$ cat config.mk
export PLATFORM = sky130hd
export DESIGN_NAME = fft_frame_ctrl
export DESIGN_NICKNAME = d
export VERILOG_FILES = /design/src/rtl/fft_frame_ctrl.sv
export SDC_FILE = /design/constraint.sdc
export NUM_CORES = 1
export LEC_CHECK = 0
export ABC_AREA = 0
export BUFFER_PORTS_ARGS = -buffer_cell sky130_fd_sc_hd__buf_2
export CAP_MARGIN = 0
export CELL_PAD_IN_SITES_DETAIL_PLACEMENT = 2
export CELL_PAD_IN_SITES_GLOBAL_PLACEMENT = 2
export CORE_MARGIN = 3
export CORE_UTILIZATION = 35
export CTS_CLUSTER_SIZE = 10
export DETAILED_ROUTE_END_ITERATION = 10
export GPL_TIMING_DRIVEN = 0
export MAX_ROUTING_LAYER = met4
export PLACE_DENSITY = 0.86
export SYNTH_ARGS = -nofsm -noshare
export SYNTH_HDL_FRONTEND = slang
export SYNTH_SLANG_ARGS = --single-unit
$ cat constraint.sdc
create_clock -name clock -period 4.6 [get_ports clock]
set_input_delay 0 -clock clock [delete_from_list [all_inputs] [get_ports clock]]
set_output_delay 0 -clock clock [all_outputs]
set_load 0.005 [all_outputs]
$ cat src/rtl/fft_frame_ctrl.sv
// rtl/fft_frame_ctrl.sv - four-sample frame sequencer around an FFT core
// Optional done-watchdog enabled by defining FFT_CTRL_TIMEOUT_EN.
module fft_frame_ctrl #(
    parameter int WIDTH   = 36,
    parameter int TMO_CYC = 255
) (
    input  logic                 clock,
    input  logic                 reset,
    input  logic [WIDTH-1:0]     in_data,
    input  logic                 in_valid,
    output logic                 in_ready,
    output logic [4*WIDTH-1:0]   fft_f,
    output logic                 fft_start,
    output logic                 fft_reset,
    input  logic [4*WIDTH-1:0]   fft_F,
    input  logic                 fft_done,
    output logic [WIDTH-1:0]     out_data,
    output logic                 out_valid,
    input  logic                 out_ready,
    output logic                 out_last,
    output logic                 busy,
    output logic                 err,
    output logic [15:0]          frame_count
);

    typedef enum logic [2:0] {
        S_LOAD  = 3'd0,
        S_START = 3'd1,
        S_WAIT  = 3'd2,
        S_DRAIN = 3'd3,
        S_CLEAR = 3'd4
    } state_t;

    localparam logic [7:0] TMO_LAST = 8'(TMO_CYC - 1);

    state_t           state;
    logic [1:0]       idx;
    logic [WIDTH-1:0] buf_q [4];
    logic             timeout_hit;

`ifdef FFT_CTRL_TIMEOUT_EN
    logic [7:0] tmo_cnt;

    // Counts WAIT cycles; zeroed while in START so the first WAIT cycle sees 0.
    always_ff @(posedge clock or negedge reset) begin
        if (!reset) begin
            tmo_cnt <= '0;
        end else if (state == S_START) begin
            tmo_cnt <= '0;
        end else if (state == S_WAIT) begin
            tmo_cnt <= tmo_cnt + 8'd1;
        end
    end

    assign timeout_hit = (state == S_WAIT) && (tmo_cnt == TMO_LAST);

    always_ff @(posedge clock or negedge reset) begin
        if (!reset) begin
            err <= 1'b0;
        end else if (timeout_hit && !fft_done) begin
            err <= 1'b1;
        end
    end
`else
    logic unused_cfg;
    assign unused_cfg  = ^TMO_LAST;
    assign timeout_hit = 1'b0;
    assign err         = 1'b0;
`endif

    always_ff @(posedge clock or negedge reset) begin
        if (!reset) begin
            state       <= S_LOAD;
            idx         <= 2'd0;
            in_ready    <= 1'b1;
            fft_start   <= 1'b0;
            fft_reset   <= 1'b1;
            busy        <= 1'b0;
            out_valid   <= 1'b0;
            out_last    <= 1'b0;
            out_data    <= '0;
            fft_f       <= '0;
            frame_count <= '0;
            for (int i = 0; i < 4; i++) begin
                buf_q[i] <= '0;
            end
        end else begin
            case (state)
                S_LOAD: begin
                    fft_reset <= 1'b0;
                    if (in_valid) begin
                        fft_f[int'(idx)*WIDTH +: WIDTH] <= in_data;
                        if (idx == 2'd3) begin
                            idx       <= 2'd0;
                            in_ready  <= 1'b0;
                            busy      <= 1'b1;
                            fft_start <= 1'b1;
                            state     <= S_START;
                        end else begin
                            idx <= idx + 2'd1;
                        end
                    end
                end
                S_START: begin
                    fft_start <= 1'b0;
                    state     <= S_WAIT;
                end
                S_WAIT: begin
                    // A done arriving on the watchdog's last cycle still wins.
                    if (fft_done) begin
                        for (int i = 0; i < 4; i++) begin
                            buf_q[i] <= fft_F[i*WIDTH +: WIDTH];
                        end
                        out_data  <= fft_F[WIDTH-1:0];
                        out_valid <= 1'b1;
                        out_last  <= 1'b0;
                        idx       <= 2'd0;
                        state     <= S_DRAIN;
                    end else if (timeout_hit) begin
                        fft_reset <= 1'b1;
                        state     <= S_CLEAR;
                    end
                end
                S_DRAIN: begin
                    if (out_ready) begin
                        if (idx == 2'd3) begin
                            out_valid   <= 1'b0;
                            out_last    <= 1'b0;
                            frame_count <= frame_count + 16'd1;
                            fft_reset   <= 1'b1;
                            idx         <= 2'd0;
                            state       <= S_CLEAR;
                        end else begin
                            idx      <= idx + 2'd1;
                            out_data <= buf_q[idx + 2'd1];
                            out_last <= (idx == 2'd2);
                        end
                    end
                end
                S_CLEAR: begin
                    fft_reset <= 1'b0;
                    idx       <= 2'd0;
                    in_ready  <= 1'b1;
                    busy      <= 1'b0;
                    state     <= S_LOAD;
                end
                default: begin
                    fft_start <= 1'b0;
                    fft_reset <= 1'b1;
                    out_valid <= 1'b0;
                    out_last  <= 1'b0;
                    idx       <= 2'd0;
                    in_ready  <= 1'b1;
                    busy      <= 1'b0;
                    state     <= S_LOAD;
                end
            endcase
        end
    end

endmodule

== Word level (Yosys, flattened, before mapping) ==
Cells that the tools add are included.
Cells by class
  add/subtract/negate cells: 3
  multiply operators: 1
  magnitude comparators: 1
  eq/ne operators: 12
  shift operators: 2
  muxes and demuxes: 35
  bitwise gates (word level): 6
  reduce and logical (&&, ||, !) cells: 18
Operators by type and width (count)
  two-way mux 36 bit: 5
  bitwise mux 144 bit: 1
  variable shift 36 x 33 -> 144 bit (first input constant): 1
  variable part select 36 x 33 -> 144 bit: 1
  binary-select mux 36 bit (select 2 bit): 1
  one-hot mux 36 bit (2 select lines): 1
  negator 8 -> 33 bit: 1
  adder 16 x 1 -> 16 bit (second input constant): 1
  two-way mux 3 bit: 5
  AND reduction 3 bit: 5
  inequality test 2 bit (second input constant): 6
  one-hot mux 3 bit (4 select lines): 1
  AND reduction 4 bit: 3
  two-way mux 1 bit: 10
  one-hot mux 1 bit (3 select lines): 3
  OR reduction 3 bit: 3
  two-way mux 2 bit: 4
  one-hot mux 2 bit (4 select lines): 1
  equality test 3 x 2 -> 1 bit (second input constant): 2
  multiplier 2 x 4 -> 6 bit (second input constant): 1
  one-hot mux 1 bit (2 select lines): 3
  inverter 1 bit: 5
  AND reduction 5 bit: 1
  equality test 2 bit (second input constant): 2
  9 further kinds: 11
Word-level totals
  bits in registers: 351
  output and inout bits: 203

== Longest topological paths before layout ==
Gate-level depths: netlist of the first run.
  depth in word-level cells: 8
  depth in mapped cells: 13

== Worst setup path after synthesis of the first run ==
Ideal clock, no wire load.
  kind: flip-flop to flip-flop
  start: reg idx[0]
  end: reg fft_f[101]
  library setup time: 144 ps
  arrival: 3069 ps
  path slack: 1387 ps
  cell stages (with the launch flop): 11
  clock period less this slack: 3213 ps
  cell sequence: dfrtp_1 > buf_2 > inv_1 > buf_2 > clkbuf_1 > ha_1 > buf_2 > buf_1 > mux2_2 > a221oi_1 > o21ai_0
Between the ends
  longest elaborated chain between the ends: 4
RTL lines
  start: declaration: RTL line 37  | logic [1:0] idx;
  start signal: assignment: RTL line 100  | idx <= idx + 2'd1;
  start signal: assignment: RTL line 134  | idx <= idx + 2'd1;
  multiplier 2 x 4 -> 6 bit *: RTL line 92  | fft_f[int'(idx)*WIDTH +: WIDTH] <= in_data;
  negator 8 -> 33 bit *: RTL line 92
  variable part select 36 x 33 -> 144 bit or variable shift 36 x 33 -> 144 bit (tied branches): RTL line 92
  bitwise mux 144 bit *: RTL line 92
  end signal: indexed assignment: RTL line 92
  end: declaration: RTL line 12  | output logic [4*WIDTH-1:0] fft_f,
Every way passes the cells marked *; elsewhere a longest branch is shown, timed or not.
A chain may end at the register's enable or synchronous reset.

== Worst setup path after layout of the first run ==
  start: reg idx[0]
  end: reg out_data[5]
Between the ends
  longest elaborated chain between the ends: 8
RTL lines
  adder 2 x 1 -> 2 bit: RTL line 135  | out_data <= buf_q[idx + 2'd1];
  inverter 2 -> 3 bit (implied by the code): RTL line 135
  binary-select mux 36 bit (select 2 bit): RTL line 135
  two-way mux 36 bit (implied by the code) (2 in a row): RTL line 135
  two-way mux 36 bit: RTL line 126  | if (idx == 2'd3) begin
  two-way mux 36 bit: RTL line 125  | if (out_ready) begin
  one-hot mux 36 bit (2 select lines): RTL line 88  | case (state)
  end signal: assignment: RTL line 114  | out_data <= fft_F[WIDTH-1:0];
  end signal: assignment: RTL line 135
  end: declaration: RTL line 17  | output logic [WIDTH-1:0] out_data,
Several ways; a longest one is shown, not always the timed one. The select of a mux whose other input is x is not followed.

==> results of run 1 <==
## path summary, 6_finish.rpt
check                              end
setup reg to reg           out_data[5]
max in group asynchronous   buf_q[135]
setup / recovery           out_data[5]
hold / removal               fft_f[59]
min in group asynchronous   fft_f[140]
hold reg to reg             fft_f[121]
## cells in the final DEF, fill, tap and decap left out, types with 5 or more instances in the layout
cell           netlist  layout
xnor2_1              8       8
nor2_1              60      60
mux2i_1             96      96
clkbuf_16            0      43
nor3b_1              5       5
nand4_1             11      11
xor2_1               8       8
clkbuf_2             0       7
diode_2              0      13
o22ai_1             11      11
dlygate4sd3_1        0     173
mux4_2              42      42
nand3_1             14      14
o21ai_2             10      10
a32oi_1              5       5
clkbuf_1            53      55
buf_2               25     411
a21oi_1             55      55
nor2b_1              6       5
ha_1                 7       6
o221ai_1             6       6
a31oi_1              6       6
a22oi_1              7       7
a32o_1              11      11
a22o_1              23      23
nor3_1               9       9
nand2b_1            21      21
mux2_2             171     171
nand2_1            148     148
buf_1               13       7
o21ai_0            103     103
inv_1                8       8
dfrtp_1            349     349
## critical path: stages, from the launching register on
cell,delay (ns)
dfrtp_1,0.53
buf_2,0.40
inv_1,0.22
buf_2,0.29
clkbuf_2,0.34
ha_1,0.37
clkbuf_1,0.23
buf_2,0.34
clkbuf_4,0.38
buf_2,0.41
mux4_2,0.39
mux2i_1,0.32
a21oi_1,0.20
## final cells by class
cell class                      instances  area (um^2)  area share
Buffer                                 95          430      0.0194
Tap cell                              600          751      0.0338
Antenna cell                           13         32.5     0.00146
Inverter                                8         30.0     0.00135
Sequential cell                       351         8790       0.395
Clock inverter                          5         68.8     0.00309
Multi-Input combinational cell        905         7220       0.325
Timing Repair Buffer                  563         3790       0.170
Clock buffer                           52         1130      0.0508
## what timing repair did
item,in CTS,in global routing
hold buffers,174,0
pin swaps,1,1
endpoints found under the setup margin,138,74
endpoints found under the hold margin,464,0
gates resized for setup,11,11
gates cloned,0,0
setup buffers,0,2
## metrics by stage
| stage | std cells | utilization | setup TNS, ns |
|---|---|---|---|
| 3_3_place_gp | 2343 | 0.416 | -1167.88 |
| 4_1_cts | 2577 | 0.484 | 0 |
| 5_1_grt | 2591 | 0.485 | -0.00314 |
| 3_5_place_dp | 2346 | 0.418 | -26.95 |
| 6_report | 2592 | 0.485 | -0.00201 |
| 2_1_floorplan | 1359 | - | 0 |
## routing by layer
| layer | track usage | routed length [um] | vias up |
|---|---|---|---|
| met3 | 0.0719 | 6240 | 286 |
| met1 | 0.412 | 34100 | 8134 |
| met4 | 0.153 | 4990 | 0 |
| met2 | 0.618 | 46300 | 871 |
| met5 | - | 0 | - |
| li1 | - | - | 6171 |
## state kept, by name (all words and copies together), names as in the netlist, 2 cells and up
name,flops
idx,2
out_data,36
frame_count,16
fft_f,144
state,3
buf_q,144
## kinds of logic after synthesis
logic type / Yosys count / synth area share
xor+xnor: 16 / 0.00853
mux: 309 / 0.233
compound gates: 269 / 0.104
simple gates: 303 / 0.0862
fa+ha+maj: 7 / 0.00533
flops: 351 / 0.535
buf+inv: 103 / 0.0270
other cells: 1 / 0.000228
## power groups by stage
| stage | Combinational [mW] | Sequential [mW] | Clock [mW] |
|---|---|---|---|
| floorplan | 4.07 | 4.69 | 0 |
| global placement | 6.33 | 4.81 | 0 |
| detailed placement | 6.67 | 4.95 | 0 |
| CTS | 7.06 | 4.99 | 3.15 |
| global route | 7.91 | 5.30 | 3.36 |
| finish | 7.66 | 5.25 | 3.26 |
==> impl_metrics.json, run 1 <==
{
  "critPathMaxFanout": 12,
  "clock_power_share": 0.201,
  "syn_area_per_cell_um2": 12.1,
  "synth_area_um2": 16400,
  "yosysTopAreaCell": "dfrtp_1",
  "cts-buffers-inserted": 42,
  "synth_edf_count": 0,
  "r2r-start": "idx[0]",
  "switching_share": 0.447,
  "ys.warnings.count": 0,
  "drt_iter0_drc": 1380,
  "synthArstFlopShare": 1.00,
  "cts_tree": "done",
  "h-tree-depth": 2,
  "dieArea_um2": 49600,
  "synth_common_cells": "349 x dfrtp_1, 171 x mux2_2, 148 x nand2_1, 103 x o21ai_0, 96 x mux2i_1",
  "ys_seq_area_frac": 0.535,
  "core_area_um2": 45900,
  "routabilityCongestion": 0.938,
  "stdcell_area_um2": 22200,
  "hpwlAfterDp_um": 54200,
  "path_clk_slew_ns": 0.07,
  "die_w_um": 223,
  "status": "finished, violations left",
  "fin_skew_ns": 0.0292,
  "fillers": 4548,
  "avgRoutedWirePerCell_um": 35.4,
  "setup_viol": 1,
  "yosys-top-cells-area": "dfrtp_1 53%, mux2_2 12%, mux2i_1 5.9%, mux4_2 5.8%, nand2_1 3.4%",
  "cp.required_ns": 5.00,
  "cts_num_sinks": 351,
  "synth_nets": 1551,
  "cts.path.max_buffers": 3,
  "crit_path_start_kind": "register",
  "synthFlopType": "dfrtp_1",
  "via_per_inst": 5.97,
  "p_int_mw": 8.93,
  "initial_core_util": 0.358,
  "worst_hold_path.num_cells": 5,
  "final_hold_viol_count": 0,
  "failed_checks": "setup timing",
  "yosysMostFrequentCell": "dfrtp_1",
  "hold_class": "in -> reg",
  "yosys_register_bits": 351,
  "r2r_slack_ns": -0.002,
  "switching_power_mw": 7.23,
  "post-place-ws_ns": -0.484,
  "nets": 2158,
  "grt_pass1_vias": 17300,
  "ioPinCount": 388,
  "whs_ns": 0.0252,
  "min_from": "in_data[11]",
  "grt_max_degree": 110,
  "max_cap_viol_count": 0,
  "area_growth_pct": 35.4,
  "fin_crit_ns": 4.60,
  "die-height_um": 223,
  "clk_latency_ns": 0.59,
  "power_mw": 16.2,
  "total_leakage_power_nw": 10.3,
  "power.density_nw_per_um2": 727,
  "cts-root-buf": "clkbuf_16",
  "p_comb_frac": 0.474,
  "cp-end-kind": "register",
  "antenna_found_initial": 9,
  "ys_types": 62,
  "overflow": 0,
  "reg2reg_depth": 12,
  "relSlewSlack": 0.176,
  "ir_drop_mv": 0.361,
  "syn_inst": 1359,
  "post-route-period-util": 1.00,
  "seq_power_share": 0.325,
  "worstSetupStartpoint": "idx[0]",
  "drc": 0,
  "fin_ws_ns": -0.00201,
  "grtUsageTotal": 0.360,
  "cp.arrival_ns": 5.00,
  "fmaxAchievable_mhz": 217,
  "final_layout_size_suffix_gt1_frac": 0.365,
  "wl_um": 91700,
  "port_buffers": 384,
  "worst_slew_pin_slew_ns": 1.24,
  "place_area_um2": 19200,
  "synth_top_area_frac": 0.532,
  "grt_pass1_wl_um": 128000,
  "drt_pass1_iterations": 8,
  "ant_nets": 0,
  "rows": 78,
  "num_vias": 15500,
  "drv_slew": 0,
  "path_class": "reg -> reg"
}
(Power assumes the default switching activity.)
==> run 2, diff against run 1 <==
--- a/config.mk
+++ b/config.mk
@@ -10,7 +10,6 @@
 export CAP_MARGIN = 0
 export CELL_PAD_IN_SITES_DETAIL_PLACEMENT = 2
 export CELL_PAD_IN_SITES_GLOBAL_PLACEMENT = 2
-export CORE_MARGIN = 3
 export CORE_UTILIZATION = 35
 export CTS_CLUSTER_SIZE = 10
 export DETAILED_ROUTE_END_ITERATION = 10
==> constraint.sdc (replaced) <==
create_clock -name clock -period 5.79 [get_ports clock]
set_input_delay 0 -clock clock [delete_from_list [all_inputs] [get_ports clock]]
set_output_delay 0 -clock clock [all_outputs]
set_load 0.005 [all_outputs]
==> run 2 against run 1 <==
  * The run now ends clean
  * Via count increased by 1.5%
  * Flip-flop and latch count unchanged
  * Combinational power decreased by 21%
==> impl_metrics.json, run 2 (synthesized netlist as in run 1, its figures left out) <==
{
  "r2r_slack_ns": 0.37,
  "p_int_mw": 7.09,
  "num_vias": 15700,
  "cts_num_sinks": 351,
  "total_leakage_power_nw": 10.3,
  "fmaxAchievable_mhz": 185,
  "final_layout_size_suffix_gt1_frac": 0.355,
  "die-height_um": 219,
  "utilization": 0.479,
  "grt_setup_unrepaired": "no",
  "path_depth": 13,
  "switching_share": 0.451,
  "crit_path_start_kind": "register",
  "cts_tree": "done",
  "ir_drop_mv": 0.283,
  "cts-buffers-inserted": 42,
  "path_clk_slew_ns": 0.06,
  "fin_crit_ns": 5.42,
  "rows": 79,
  "grt_pass1_vias": 17500,
  "ant_nets": 0,
  "core_area_um2": 46500,
  "relSlewSlack": 0.142,
  "cts.path.max_buffers": 3,
  "cp.required_ns": 6.26,
  "area_growth_pct": 35.6,
  "drt_pass1_iterations": 6,
  "cts_resized": 0,
  "routabilityCongestion": 0.952,
  "cpMostUsedCell": "buf_2",
  "final_hold_viol_count": 0,
  "critPathMaxFanout": 12,
  "clk_latency_ns": 0.60,
  "p_comb_frac": 0.470,
  "status": "completed",
  "worst_slew_pin_slew_ns": 1.27,
  "critPathMaxStageDelay_ns": 0.80,
  "wl_um": 91900,
  "grt_max_degree": 125,
  "worstPathCellList": "buf_2, inv_1, buf_2, clkbuf_1, ha_1, clkbuf_1, buf_2, buf_1, mux2i_1, dlygate4sd3_1, nand2_1, a32o_1, dlygate4sd3_1",
  "overflow": 0,
  "hpwlAfterDp_um": 52900,
  "switching_power_mw": 5.82,
  "cp_slowest_cell": "buf_1",
  "grt_pass1_wl_um": 127000,
  "drv_slew": 0,
  "worst_hold_path.num_cells": 5,
  "postCtsHoldBufs": 181,
  "hold_class": "in -> reg",
  "avgRoutedWirePerCell_um": 35.2,
  "max_cap_viol_count": 0,
  "whs_ns": 0.0472,
  "post-route-period-util": 0.936,
  "cts-root-buf": "clkbuf_16",
  "initial_core_util": 0.354,
  "port_buffers": 384,
  "cp.arrival_ns": 5.89,
  "layout_common_cells": "408 x buf_2, 349 x dfrtp_1, 180 x dlygate4sd3_1",
  "stdcell_area_um2": 22300,
  "cp-end-kind": "register",
  "layout_commonest_cell": "buf_2",
  "seq_power_share": 0.327,
  "via_per_inst": 6.02,
  "drt_iter0_drc": 1257,
  "nets": 2163,
  "reg2reg_depth": 13,
  "die_w_um": 219,
  "drc": 0,
  "antenna_found_initial": 6,
  "fin_skew_ns": 0.0338,
  "post_cts_buffers": 0,
  "grtUsageTotal": 0.380,
  "path_class": "reg -> reg",
  "h-tree-depth": 2,
  "crit_family": "buffers and inverters",
  "dieArea_um2": 47800,
  "cp_num_buf_inv": 9,
  "place_area_um2": 19200,
  "power.density_nw_per_um2": 580,
  "top_regs": "buf_q x144, fft_f x144, out_data x36",
  "ioPinCount": 388,
  "clock_power_share": 0.203,
  "setup_viol": 0
}
## run 2: cell types whose count changed in the layout (fill, tap and decap cells not counted), sizes merged
| cell | before | now |
|---|---|---|
| buf | 429 | 430 |
| diode | 13 | 18 |
| dlygate4sd3 | 173 | 180 |
| clkbuf | 108 | 104 |
## run 2: final timing paths
| path | from | endpoint |
|---|---|---|
| max | idx[0] | fft_f[18] |
| min | in_data[14] | fft_f[10] |
| max reg2reg | idx[0] | fft_f[18] |
| min reg2reg | fft_f[48] | fft_f[48] |
| max in group asynchronous | reset | fft_f[77] |
| min in group asynchronous | reset | buf_q[141] |
## run 2: final cells by class
type	instances	area (um^2)
repair buffers	568	3840
well taps	607	759
clock inverters	5	91.3
plain buffers	95	414
diodes	18	45.0
flip-flops and latches	351	8790
clock buffers	51	1110
multi-input cells	905	7190
fillers	4680	24200
inverters	8	30.0
## run 2: tightest hold or removal path, stage by stage
cell     delay (ns)
buf_2          0.16
mux2i_1        0.11
nand2_1        0.07
a21oi_1        0.08
o21ai_0        0.16
## run 2: metrics by stage
step	cells	TNS, ns	power (mW)	setup WS [ns]
2_1_floorplan	1359	0	6.96	2.58
3_3_place_gp	2350	-734.13	8.82	-2.17
3_5_place_dp	2353	0	9.18	0.765
4_1_cts	2590	0	12.1	0.407
5_1_grt	2605	0	13.2	0.159
6_report	2608	0	12.9	0.370
## run 2: layer usage
layer | vias up | global-route usage | wire length (um)
li1 | 6186 | - | -
met1 | 8137 | 0.419 | 33200
met2 | 988 | 0.635 | 44900
met3 | 382 | 0.0721 | 6810
met4 | 0 | 0.234 | 6900
met5 | - | - | 0
## run 2: power by group through the flow
| stage | Clock (mW) | Combinational [mW] | Sequential, mW |
|---|---|---|---|
| final | 2.62 | 6.07 | 4.22 |
| after global routing | 2.69 | 6.25 | 4.23 |
| after global placement | 0 | 5.01 | 3.82 |
| after detailed placement | 0 | 5.25 | 3.93 |
| after CTS | 2.56 | 5.55 | 3.96 |
| after floorplan | 0 | 3.24 | 3.73 |
==> run 3, diff against run 2 <==
--- a/config.mk
+++ b/config.mk
@@ -16,6 +16,7 @@
 export GPL_TIMING_DRIVEN = 0
 export MAX_ROUTING_LAYER = met4
 export PLACE_DENSITY = 0.86
+export SETUP_SLACK_MARGIN = 0.5
 export SYNTH_ARGS = -nofsm -noshare
 export SYNTH_HDL_FRONTEND = slang
 export SYNTH_SLANG_ARGS = --single-unit
==> run 3 against run 2 <==
  * The flow now finishes with violations (capacitance limit)
  * Non-clock buffer count increased by 1
  * Fmax increased by 9.3%
  * Critical path depth decreased by 1
  * Clock skew increased by 0.00071 ns
  * Sequential share of layout area about the same
  * Count of clock-buffer cells in the layout unchanged
  * Cell count about the same
  * Sequential power about the same
  * Critical endpoint is now out_data[1]
  * Highest routed layer unchanged
==> impl_metrics.json, run 3 (synthesized netlist as in run 1, its figures left out) <==
{
  "status": "finished, violations left",
  "failed_checks": "capacitance limit",
  "setup_viol": 0,
  "cp.arrival_ns": 5.36,
  "path_class": "reg -> reg",
  "grt_setup_unrepaired": "no",
  "rows": 79,
  "fillers": 4676,
  "overflow": 0,
  "post-route-period-util": 0.857,
  "ioPinCount": 388,
  "clk_latency_ns": 0.61,
  "ir_drop_mv": 0.285,
  "layout_common_cells": "408 x buf_2, 349 x dfrtp_1, 181 x dlygate4sd3_1",
  "post-place-ws_ns": 0.765,
  "nets": 2164,
  "fin_crit_ns": 4.96,
  "ant_nets": 0,
  "top_regs": "buf_q x144, fft_f x144, out_data x36",
  "relSlewSlack": 0.00433,
  "power.density_nw_per_um2": 579,
  "avgRoutedWirePerCell_um": 35.4,
  "via_per_inst": 6.03,
  "layout_commonest_cell": "buf_2",
  "fmaxAchievable_mhz": 202,
  "die-height_um": 219,
  "drt_iter0_drc": 1270,
  "drv_slew": 0,
  "die_w_um": 219,
  "drc": 0,
  "fin_skew_ns": 0.0345,
  "cp.required_ns": 6.19,
  "cts_num_sinks": 351,
  "whs_ns": 0.0283,
  "cts-root-buf": "clkbuf_16",
  "dieArea_um2": 47800,
  "final_cells": 2607,
  "h-tree-depth": 2,
  "antenna_found_initial": 5,
  "critPathMaxFanout": 12,
  "max_cap_viol_count": 1,
  "area_growth_pct": 35.6,
  "grtUsageTotal": 0.382,
  "fin_ws_ns": 0.829,
  "grt_pass1_vias": 17500,
  "drt_pass1_iterations": 5,
  "core_area_um2": 46500,
  "placed_cells": 2353,
  "crit_path_start_kind": "register",
  "cp-end-kind": "register",
  "path_clk_slew_ns": 0.06,
  "cts-buffers-inserted": 42,
  "total_leakage_power_nw": 10.3,
  "cts.path.max_buffers": 3,
  "hold_class": "in -> reg",
  "cts_tree": "done",
  "worst_slew_pin_slew_ns": 1.47,
  "final_layout_size_suffix_gt1_frac": 0.355,
  "wl_um": 92300,
  "grt_pass1_wl_um": 127000,
  "port_buffers": 384,
  "initial_core_util": 0.354,
  "num_vias": 15700,
  "routabilityCongestion": 0.952,
  "final_hold_viol_count": 0,
  "hpwlAfterDp_um": 52900,
  "utilization": 0.480,
  "grt_max_degree": 125
}
==> run 3: power breakdown <==
| group | internal [mW] | switching (mW) |
|---|---|---|
| Sequential | 3.33 | 0.889 |
| Clock | 1.40 | 1.21 |
| Combinational | 2.35 | 3.72 |
==> run 3: layout make-up <==
cell class	count	area, um^2	area share
clock inverter	5	91.3	0.00410
tap	607	759	0.0341
antenna	16	40.0	0.00180
clock buffer	51	1110	0.0500
inverter	8	30.0	0.00135
multi-input combinational	905	7190	0.323
timing repair buffer	569	3850	0.173
buffer	95	415	0.0186
sequential	351	8790	0.394
==> run 3: per-stage QoR <==
stage                     area [um^2]  TNS, ns  power, mW
after global placement          19100  -734.13       8.82
after floorplan                 16400        0       6.96
after detailed placement        19200        0       9.18
final                           22300        0       12.9
after CTS                       22200        0       12.1
after global routing            22300        0       13.2
==> run 3: worst paths after layout <==
kind	from	endpoint	slack, ns	cells after the start
worst max-delay path	idx[0]	out_data[1]	0.83	12
max in group asynchronous	reset	fft_f[56]	4.35	4
min in group asynchronous	reset	buf_q[103]	0.47	3
worst max register to register	idx[0]	out_data[1]	0.83	12
worst min-delay path	in_data[18]	fft_f[18]	0.03	4
worst min register to register	fft_f[48]	fft_f[48]	0.47	2
==> run 3: metal layers <==
layer / wire length (um) / vias up / GRT usage
met2: 45200 / 978 / 0.643
met5: 0 / - / -
met4: 6960 / 0 / 0.231
li1: - / 6178 / -
met3: 6560 / 395 / 0.0761
met1: 33600 / 8168 / 0.416
==> run 3: timing repair <==
| action | CTS | global route |
|---|---|---|
| hold buffers | 182 | 0 |
| endpoints found under the setup margin | 0 | 1 |
| hold endpoints to repair | 520 | 0 |
| buffers inserted | 0 | 0 |
| gates resized for setup | 0 | 2 |
==> run 3: critical path: stages, from the launching register on <==
cell      delay, ns
dfrtp_1        0.53
buf_2          0.43
inv_1          0.22
buf_2          0.27
clkbuf_2       0.32
ha_1           0.36
clkbuf_1       0.20
buf_2          0.33
buf_2          0.43
clkbuf_1       0.67
mux4_2         0.43
mux2i_1        0.33
a21oi_1        0.24
